--- src/rtl/alu_pkg.sv ---
// Shared constants for the ALU issue stage: control codes, funct3 values, skid states.
package alu_pkg;

    localparam int unsigned XLEN_DEFAULT   = 32;
    localparam int unsigned CTRL_W_DEFAULT = 4;

    localparam logic [3:0] ALU_ADD  = 4'd0;
    localparam logic [3:0] ALU_SUB  = 4'd1;
    localparam logic [3:0] ALU_AND  = 4'd2;
    localparam logic [3:0] ALU_XOR  = 4'd3;
    localparam logic [3:0] ALU_OR   = 4'd4;
    localparam logic [3:0] ALU_SLL  = 4'd5;
    localparam logic [3:0] ALU_SRL  = 4'd6;
    localparam logic [3:0] ALU_SLT  = 4'd7;
    localparam logic [3:0] ALU_SLTU = 4'd8;

    localparam logic [2:0] F3_ADD  = 3'b000;
    localparam logic [2:0] F3_SLL  = 3'b001;
    localparam logic [2:0] F3_SLT  = 3'b010;
    localparam logic [2:0] F3_SLTU = 3'b011;
    localparam logic [2:0] F3_XOR  = 3'b100;
    localparam logic [2:0] F3_SR   = 3'b101;
    localparam logic [2:0] F3_OR   = 3'b110;
    localparam logic [2:0] F3_AND  = 3'b111;

    localparam logic [1:0] ST_EMPTY = 2'd0;
    localparam logic [1:0] ST_ONE   = 2'd1;
    localparam logic [1:0] ST_FULL  = 2'd2;

endpackage

--- src/rtl/alu_op_decode.sv ---
// Combinational RV32I arithmetic decode: funct3/funct7b5/is_imm -> ALU control,
// operand_b selection and illegal-op flag.
module alu_op_decode
    import alu_pkg::*;
#(
    parameter int unsigned XLEN   = XLEN_DEFAULT,
    parameter int unsigned CTRL_W = CTRL_W_DEFAULT
) (
    input  logic [2:0]        funct3,
    input  logic              funct7b5,
    input  logic              is_imm,
    input  logic [XLEN-1:0]   rs2_data,
    input  logic [XLEN-1:0]   imm,
    output logic [CTRL_W-1:0] control_c,
    output logic [XLEN-1:0]   operand_b_c,
    output logic              illegal_c
);

    logic       is_shift;
    logic [3:0] code;

    always_comb begin
        is_shift    = (funct3 == F3_SLL) || (funct3 == F3_SR);
        operand_b_c = is_imm ? imm : rs2_data;
        if (is_imm && is_shift) begin
            operand_b_c = XLEN'(imm[4:0]);
        end

        // No arithmetic shift in this ALU; shamt upper bits must be clear
        illegal_c = ((funct3 == F3_SR) && funct7b5)
                 || (is_imm && is_shift && (imm[11:5] != 7'd0))
                 || (!is_imm && funct7b5 && (funct3 != F3_ADD) && (funct3 != F3_SR));

        code = ALU_ADD;
        case (funct3)
            F3_ADD:  code = (!is_imm && funct7b5) ? ALU_SUB : ALU_ADD;
            F3_SLL:  code = ALU_SLL;
            F3_SLT:  code = ALU_SLT;
            F3_SLTU: code = ALU_SLTU;
            F3_XOR:  code = ALU_XOR;
            F3_SR:   code = ALU_SRL;
            F3_OR:   code = ALU_OR;
            F3_AND:  code = ALU_AND;
        endcase
        if (illegal_c) begin
            code = ALU_ADD;
        end
        control_c = CTRL_W'(code);
    end

endmodule

--- src/rtl/alu_issue_stage.sv ---
// Execute-stage front end: decodes the op and holds ALU inputs in a 2-entry
// skid buffer so the ALU only ever sees registered operands.
module alu_issue_stage
    import alu_pkg::*;
#(
    parameter int unsigned XLEN   = XLEN_DEFAULT,
    parameter int unsigned CTRL_W = CTRL_W_DEFAULT
) (
    input  logic              clk,
    input  logic              rst_n,
    input  logic              flush,
    input  logic              in_valid,
    output logic              in_ready,
    input  logic [2:0]        in_funct3,
    input  logic              in_funct7b5,
    input  logic              in_is_imm,
    input  logic [XLEN-1:0]   in_rs1_data,
    input  logic [XLEN-1:0]   in_rs2_data,
    input  logic [XLEN-1:0]   in_imm,
    output logic              out_valid,
    input  logic              out_ready,
    output logic [XLEN-1:0]   operand_a,
    output logic [XLEN-1:0]   operand_b,
    output logic [CTRL_W-1:0] control,
    output logic              out_illegal
);

    localparam int unsigned PAY_W = 2 * XLEN + CTRL_W + 1;

    logic [1:0]        state_q;
    logic [1:0]        state_d;
    logic              accept_c;
    logic              consume_c;
    logic              load_main_c;
    logic              load_skid_c;
    logic              skid_to_main_c;
    logic [CTRL_W-1:0] dec_control_c;
    logic [XLEN-1:0]   dec_operand_b_c;
    logic              dec_illegal_c;
    logic [PAY_W-1:0]  in_pay_c;
    logic [PAY_W-1:0]  main_q;
    logic [PAY_W-1:0]  skid_q;

    alu_op_decode #(
        .XLEN   (XLEN),
        .CTRL_W (CTRL_W)
    ) u_decode (
        .funct3      (in_funct3),
        .funct7b5    (in_funct7b5),
        .is_imm      (in_is_imm),
        .rs2_data    (in_rs2_data),
        .imm         (in_imm),
        .control_c   (dec_control_c),
        .operand_b_c (dec_operand_b_c),
        .illegal_c   (dec_illegal_c)
    );

    assign in_pay_c = {in_rs1_data, dec_operand_b_c, dec_control_c, dec_illegal_c};
    assign {operand_a, operand_b, control, out_illegal} = main_q;

    // Skid FSM next state; flush overrides any accept/consume in the same cycle
    always_comb begin
        state_d        = state_q;
        load_main_c    = 1'b0;
        load_skid_c    = 1'b0;
        skid_to_main_c = 1'b0;
        accept_c       = in_valid && in_ready;
        consume_c      = out_valid && out_ready;
        if (flush) begin
            state_d = ST_EMPTY;
        end else begin
            case (state_q)
                ST_EMPTY: begin
                    if (accept_c) begin
                        state_d     = ST_ONE;
                        load_main_c = 1'b1;
                    end
                end
                ST_ONE: begin
                    if (accept_c && consume_c) begin
                        load_main_c = 1'b1;
                    end else if (accept_c) begin
                        state_d     = ST_FULL;
                        load_skid_c = 1'b1;
                    end else if (consume_c) begin
                        state_d = ST_EMPTY;
                    end
                end
                ST_FULL: begin
                    if (consume_c) begin
                        state_d        = ST_ONE;
                        skid_to_main_c = 1'b1;
                    end
                end
                default: state_d = ST_EMPTY;
            endcase
        end
    end

    // State plus registered handshake decodes (no out_ready -> in_ready path)
    always_ff @(posedge clk or negedge rst_n) begin
        if (!rst_n) begin
            state_q   <= ST_EMPTY;
            out_valid <= 1'b0;
            in_ready  <= 1'b1;
        end else begin
            state_q   <= state_d;
            out_valid <= (state_d != ST_EMPTY);
            in_ready  <= (state_d != ST_FULL);
        end
    end

    always_ff @(posedge clk or negedge rst_n) begin
        if (!rst_n) begin
            main_q <= '0;
            skid_q <= '0;
        end else begin
            if (load_main_c) begin
                main_q <= in_pay_c;
            end else if (skid_to_main_c) begin
                main_q <= skid_q;
            end
            if (load_skid_c) begin
                skid_q <= in_pay_c;
            end
        end
    end

endmodule

--- config.mk ---
export PLATFORM = sky130hd
export DESIGN_NAME = alu_issue_stage
export DESIGN_NICKNAME = d
export VERILOG_FILES = /design/src/rtl/alu_pkg.sv /design/src/rtl/alu_op_decode.sv /design/src/rtl/alu_issue_stage.sv
export SDC_FILE = /design/constraint.sdc
export NUM_CORES = 1
export LEC_CHECK = 0
export CORE_ASPECT_RATIO = 1.5
export CORE_MARGIN = 1
export CORE_UTILIZATION = 36
export CTS_BUF_LIST = sky130_fd_sc_hd__clkbuf_16
export CTS_CLUSTER_DIAMETER = 200
export DETAILED_ROUTE_END_ITERATION = 10
export PLACE_DENSITY = 0.69
export SLEW_MARGIN = 20
export SYNTH_ARGS = -nofsm -noshare
export SYNTH_HDL_FRONTEND = slang
export SYNTH_SLANG_ARGS = --single-unit
--- constraint.sdc ---
create_clock -name clk -period 2.9 [get_ports clk]
set_clock_uncertainty 0.15 [all_clocks]
set_input_delay 0.725 -clock clk [delete_from_list [all_inputs] [get_ports clk]]
set_output_delay 0.725 -clock clk [all_outputs]
set_load 0.01 [all_outputs]
Yosys cells after proc, flatten, opt, wreduce, memory -nomap -nowiden
Cells that the tools add are included.
- output and inout port bits: 71
- register bits: 142
- reductions and logical operators: 19
- mux-type cells: 24
- equality and inequality tests: 11
- operator list (cell ; count):
    69-bit 2-to-1 mux ; 2
    32-bit 2-to-1 mux ; 2
    4-bit one-hot mux with 8 select lines ; 1
    3-bit == test (second input constant) ; 4
    2-bit 2-to-1 mux ; 6
    1-bit 2-to-1 mux ; 10
    1-bit logical AND ; 9
    7-bit nonzero test ; 1
    3-bit by 2-bit == test with 1-bit output (second input constant) ; 2
    2-bit one-hot mux with 3 select lines ; 1
    4-bit 2-to-1 mux ; 1
    2-bit nonzero test ; 2
    3-bit by 1-bit == test with 1-bit output (second input constant) ; 1
    3-bit logical NOT ; 1
    1-bit logical OR ; 3
    3-bit != test (second input constant) ; 1
    3-bit nonzero test ; 1
    2-bit by 1-bit == test with 1-bit output (second input constant) ; 1
    2-bit == test (second input constant) ; 1
    2-bit logical NOT ; 1
    2-bit != test (second input constant) ; 1
    1-bit one-hot mux with 2 select lines ; 1
    1-bit logical NOT ; 1

Logic depth before layout (Yosys ltp)
- depth after elaboration: 8
- gate-level depth with buffers: 8
- gate-level depth less buffers: 6

By module
Synthesis repeated with hierarchy kept, for this count alone.
- cell total of the unflattened synthesis: 680
- area total of the unflattened synthesis: 6964.2 µm²
- modules (own cells, without submodules) (module ; area each (µm²) ; cells an instance ; instances ; seq. area each (µm²)):
    alu_issue_stage ; 6387.4 ; 565 ; 1 ; 3554.7
    alu_op_decode ; 576.8 ; 115 ; 1 ; 0.0

Least setup slack after synthesis
No wires, ideal clock.
- path kind: input to register
- start: input port in_is_imm
- end: register skid_q[2]
- arrival: 1.866 ns
- slack: 0.762 ns
- stages: 5
- library setup time: 0.122 ns
- data required time: 2.628 ns
- path buffers: 2
- cells stage by stage: clkbuf_1 -> clkbuf_1 -> o211ai_1 -> and3b_1 -> a32o_1
- word-level cells in the longest chain between the ends: 6
- RTL lines (what ; line ; text):
    from (decl) ; alu_issue_stage.sv:16 ; input logic in_is_imm,
    1-bit logical NOT ; alu_op_decode.sv:32 ; || (!is_imm && funct7b5 && (funct3 != F3_ADD) && (funct3 != F3_SR));
    1-bit logical AND (3 in series) ; alu_op_decode.sv:32 ;
    1-bit logical OR (*) ; alu_op_decode.sv:32 ;
    4-bit 2-to-1 mux (*) ; alu_op_decode.sv:45 ; if (illegal_c) begin
    to (signal assigned) ; alu_issue_stage.sv:124 ; skid_q <= in_pay_c;
    to (decl) ; alu_issue_stage.sv:42 ; logic [PAY_W-1:0] skid_q;
Mark *: on every way between the ends. The rest lies on a longest branch, timed or not.
A chain may end at the register's enable or synchronous reset.

Final worst setup path
- start: input port flush
- end: register main_q[18]
- word-level cells in the longest chain between the ends: 2
- RTL lines (what ; line ; text):
    from (decl) ; alu_issue_stage.sv:11 ; input logic flush,
    1-bit 2-to-1 mux ; alu_issue_stage.sv:69 ; if (flush) begin
    69-bit 2-to-1 mux / 2-bit nonzero test (equally long branches) ; -- ;
    to (signal assigned) ; alu_issue_stage.sv:119 ; main_q <= in_pay_c;
    to (signal assigned) ; alu_issue_stage.sv:121 ; main_q <= skid_q;
    to (decl) ; alu_issue_stage.sv:41 ; logic [PAY_W-1:0] main_q;
Several ways; a longest one is shown, not always the timed one.

==> metrics.txt <==
# TYPE chip_impl_metric gauge
chip_impl_metric{name="cts-buffers-inserted",unit=""} 17
chip_impl_metric{name="start_util",unit="%"} 36.9
chip_impl_metric{name="ant_nets",unit=""} 0
chip_impl_metric{name="post_synthesis_cell_area",unit="mm2"} 0.00618
chip_impl_metric{name="seq_area_frac_synth",unit="%"} 57.5
chip_impl_info{name="critical_path_capture_point_type",value="register"} 1
chip_impl_info{name="rsz0062_at_grt",value="no"} 1
chip_impl_metric{name="detailed_place_hpwl",unit="um"} 11300
chip_impl_metric{name="grt_usage",unit="%"} 19.0
chip_impl_metric{name="cts-htree-levels",unit=""} 4
chip_impl_metric{name="fillers",unit=""} 1468
chip_impl_metric{name="clkLatencyLatePin",unit="ns"} 0.41
chip_impl_metric{name="dieWidth",unit="um"} 109
chip_impl_metric{name="power_density",unit="mW/mm2"} 797
chip_impl_metric{name="dp.cells",unit=""} 922
chip_impl_metric{name="cts.sinks",unit=""} 142
chip_impl_metric{name="detailedRoute.firstPassIterationCount",unit=""} 4
chip_impl_metric{name="synthDominantCellAreaShare",unit="%"} 57.1
chip_impl_metric{name="relative_max_transition_margin",unit="%"} 65.9
chip_impl_info{name="layout_common_cells",value="175 x clkdlybuf4s50_1, 141 x dfrtp_1, 103 x nand2_1"} 1
chip_impl_metric{name="routedWlPerCell",unit="um"} 16.9
chip_impl_metric{name="dr_vias_cell",unit=""} 5.14
chip_impl_info{name="timing.critical_path.to",value="main_q[18]"} 1
chip_impl_info{name="netlist.top_cell.by_area",value="dfrtp_1"} 1
chip_impl_metric{name="power.ir.vdd_worst",unit="V"} 0.000422
chip_impl_metric{name="postCtsResizedCells",unit=""} 0
chip_impl_info{name="timing.critical_path.slowest_stage_cell",value="nor3b_1"} 1
chip_impl_metric{name="rr_worst_depth",unit=""} 4
chip_impl_metric{name="period_needed",unit="ns"} 2.43
chip_impl_metric{name="yosys.cell_types.count",unit=""} 39
chip_impl_metric{name="io_buffers",unit=""} 176
chip_impl_metric{name="synthesis.area_per_instance",unit="um2"} 11.1
chip_impl_metric{name="fin_tns_setup",unit="ns"} 0
chip_impl_info{name="r2r-start",value="in_ready"} 1
chip_impl_metric{name="synth_async_sr_flop_share",unit="%"} 100
chip_impl_metric{name="crit_cells",unit=""} 7
chip_impl_metric{name="synth_enable_flop_cells",unit=""} 0
chip_impl_info{name="synthFlopType",value="dfrtp_1"} 1
chip_impl_metric{name="globalRoute.totalOverflow",unit=""} 0
chip_impl_metric{name="final_setup_fails",unit=""} 0
chip_impl_metric{name="antenna-diode-count",unit=""} 0
chip_impl_metric{name="timing.final.max_slew_violations",unit=""} 0
chip_impl_metric{name="instances_no_fill",unit=""} 953
chip_impl_metric{name="worst_setup_hold_path_clk_slew",unit="ns"} 0.06
chip_impl_info{name="worst_path_dominant_cell_family",value="buffers and inverters"} 1
chip_impl_metric{name="power_leakage",unit="nW"} 4.06
chip_impl_info{name="synth.area.top_cells",value="dfrtp_1 57%, nand2_1 6.3%, mux2i_1 6.0%, mux2_2 5.8%, a22oi_1 4.4%"} 1
chip_impl_metric{name="pin_count_of_the_biggest_net_entering_global_routing",unit=""} 69
chip_impl_metric{name="fin_worst_hold_slack",unit="ns"} 0.0856
chip_impl_metric{name="clock_tree.buffer_depth",unit=""} 2
chip_impl_metric{name="postSynthCellCount",unit=""} 556
chip_impl_metric{name="floorplan.die.height",unit="um"} 162
chip_impl_metric{name="timing.max_cap.violations",unit=""} 0
chip_impl_metric{name="detail_route.drc_violations",unit=""} 0
chip_impl_metric{name="post_cts_buffers",unit=""} 0
chip_impl_metric{name="design.core.area",unit="mm2"} 0.0168
chip_impl_metric{name="timing_worst_slew_pin_value",unit="ns"} 0.511
chip_impl_metric{name="path_max_fanout",unit=""} 16
chip_impl_metric{name="routed-via-count",unit=""} 4899
chip_impl_metric{name="cts.hold.buffers_added",unit=""} 0
chip_impl_metric{name="number_of_antenna_violations_at_the_first_check_in_global_routing",unit=""} 0
chip_impl_metric{name="nets",unit=""} 841
chip_impl_metric{name="max_clock_freq",unit="GHz"} 0.411
chip_impl_metric{name="postSynthNetCount",unit=""} 666
chip_impl_info{name="tritoncts",value="yes"} 1
chip_impl_info{name="critical_path.cell_chain",value="clkdlybuf4s50_1, buf_4, nor3b_1, nand3_1, buf_4, mux2i_1, mux2i_1"} 1
chip_impl_metric{name="layout-area-overhead-vs-synth",unit="%"} 43.0
chip_impl_metric{name="worst-endpoint-required",unit="ns"} 3.03
chip_impl_info{name="cts-root-buf",value="clkbuf_16"} 1
chip_impl_metric{name="postSynthRegisterBits",unit=""} 142
chip_impl_metric{name="vias_in_the_first_global_route",unit=""} 5244
chip_impl_metric{name="crit_buf_inv",unit=""} 3
chip_impl_metric{name="worst-r2r-setup-slack",unit="ns"} 0.77
chip_impl_metric{name="worstPathArrival",unit="ns"} 2.56
chip_impl_metric{name="final_wirelength",unit="um"} 16100
chip_impl_metric{name="row_count",unit=""} 58
chip_impl_info{name="critPathLaunch",value="flush"} 1
chip_impl_metric{name="post_route_cells_drive_above_1_share",unit="%"} 11.8
chip_impl_metric{name="pin_count",unit=""} 177
chip_impl_metric{name="period_utilisation_layout",unit="%"} 84.0
chip_impl_metric{name="detailedRoute.firstIterationViolations",unit=""} 158
chip_impl_metric{name="timing.final.hold_violations",unit=""} 0
chip_impl_info{name="run_status",value="finished clean"} 1
chip_impl_metric{name="max_stage_delay",unit="ns"} 0.44
chip_impl_info{name="rr_endpoint",value="main_q[2]"} 1
chip_impl_info{name="mostFrequentLayoutCell",value="clkdlybuf4s50_1"} 1
chip_impl_info{name="setup.worst_path.class",value="primary input to register"} 1
chip_impl_metric{name="grt_first_pass_wirelength",unit="um"} 25800
chip_impl_metric{name="count_of_yosys_warnings_during_synthesis",unit=""} 0
chip_impl_info{name="timing.critical_path.from_type",value="primary input"} 1
chip_impl_info{name="min-delay-path-class",value="primary input to async pin"} 1
chip_impl_metric{name="dieArea",unit="mm2"} 0.0177
chip_impl_metric{name="globalplace.congestion",unit=""} 0.826
cell type report:
class,instances,area (um2),share of cell area (%)
inverter,6,22.5,0.255
clock inverter,14,121,1.37
multi-input combinational,371,2460,27.9
tap,210,263,2.97
clock buffer,17,425,4.81
timing repair buffer,193,1990,22.5
sequential,142,3550,40.2
power by group:
part	internal [W]	leakage (nW)	total (W)	switching [W]
clock	0.00117	0.261	0.00202	0.000845
sequential	0.00272	1.77	0.00313	0.000417
combinational	0.00112	2.03	0.00190	0.000782
per-stage QoR:
| stage | util (%) | setup WS, ns | cell area [um2] | power, W |
|---|---|---|---|---|
| 3_5_place_dp | 49.5 | 0.0407 | 8290 | 0.00509 |
| 5_1_grt | 52.7 | 0.392 | 8840 | 0.00744 |
| 6_report | 52.7 | 0.465 | 8840 | 0.00705 |
| 4_1_cts | 52.7 | 0.472 | 8840 | 0.00714 |
| 2_1_floorplan | - | 0.762 | 6180 | 0.00398 |
| 3_3_place_gp | 49.5 | 0.134 | 8290 | 0.00497 |
cells by family after synthesis:
logic type	count (synthesis)	share of synthesized area (%)
AOI/OAI and AO/OA	131	14.4
and+or+nand+nor	166	12.1
DFF	142	57.5
xor gates and xnor gates	1	0.142
adders and majority gates	4	0.810
muxes	69	11.8
buffers and inverters	43	3.20
how the worst min path moves through the flow:
stage | from | to | slack [ns] | cells past startpoint
after floorplan | rst_n | main_q[0] | 0.28 | 0
after global placement | main_q[37] | main_q[37] | 0.31 | 2
after detailed placement | main_q[41] | main_q[41] | 0.31 | 2
after CTS | rst_n | main_q[42] | 0.09 | 1
after global routing | rst_n | main_q[45] | 0.10 | 1
final | rst_n | main_q[42] | 0.09 | 1
synthesized netlist by cell type, types with 2 or more instances:
master	instances
a21oi_1	29
a22oi_1	36
mux2_2	32
a221o_1	17
a32o_1	2
clkbuf_1	16
buf_4	4
nand2b_1	2
nand3_1	3
a22o_1	2
o211ai_1	2
ha_1	4
mux2i_1	37
nor2_1	17
buf_2	17
nand2_1	104
o21ai_0	36
dfrtp_1	141
inv_1	6
nor2b_1	29
or4_1	2
sequential cells by signal, indices dropped and copies added, names as in the netlist:
name / flops
in_ready: 1
main_q: 69
out_valid: 1
skid_q: 69
state_q: 2
routing by layer:
| metal | up-vias | part of all wire (%) | global-route usage, % |
|---|---|---|---|
| met4 | 0 | 2.1 | 7.49 |
| li1 | 2310 | - | - |
| met2 | 135 | 53 | 34.4 |
| met1 | 2432 | 41 | 21.6 |
| met5 | - | 0 | 0 |
| met3 | 22 | 3.9 | 3.68 |
No activity file was read; power rests on OpenSTA's default activity.
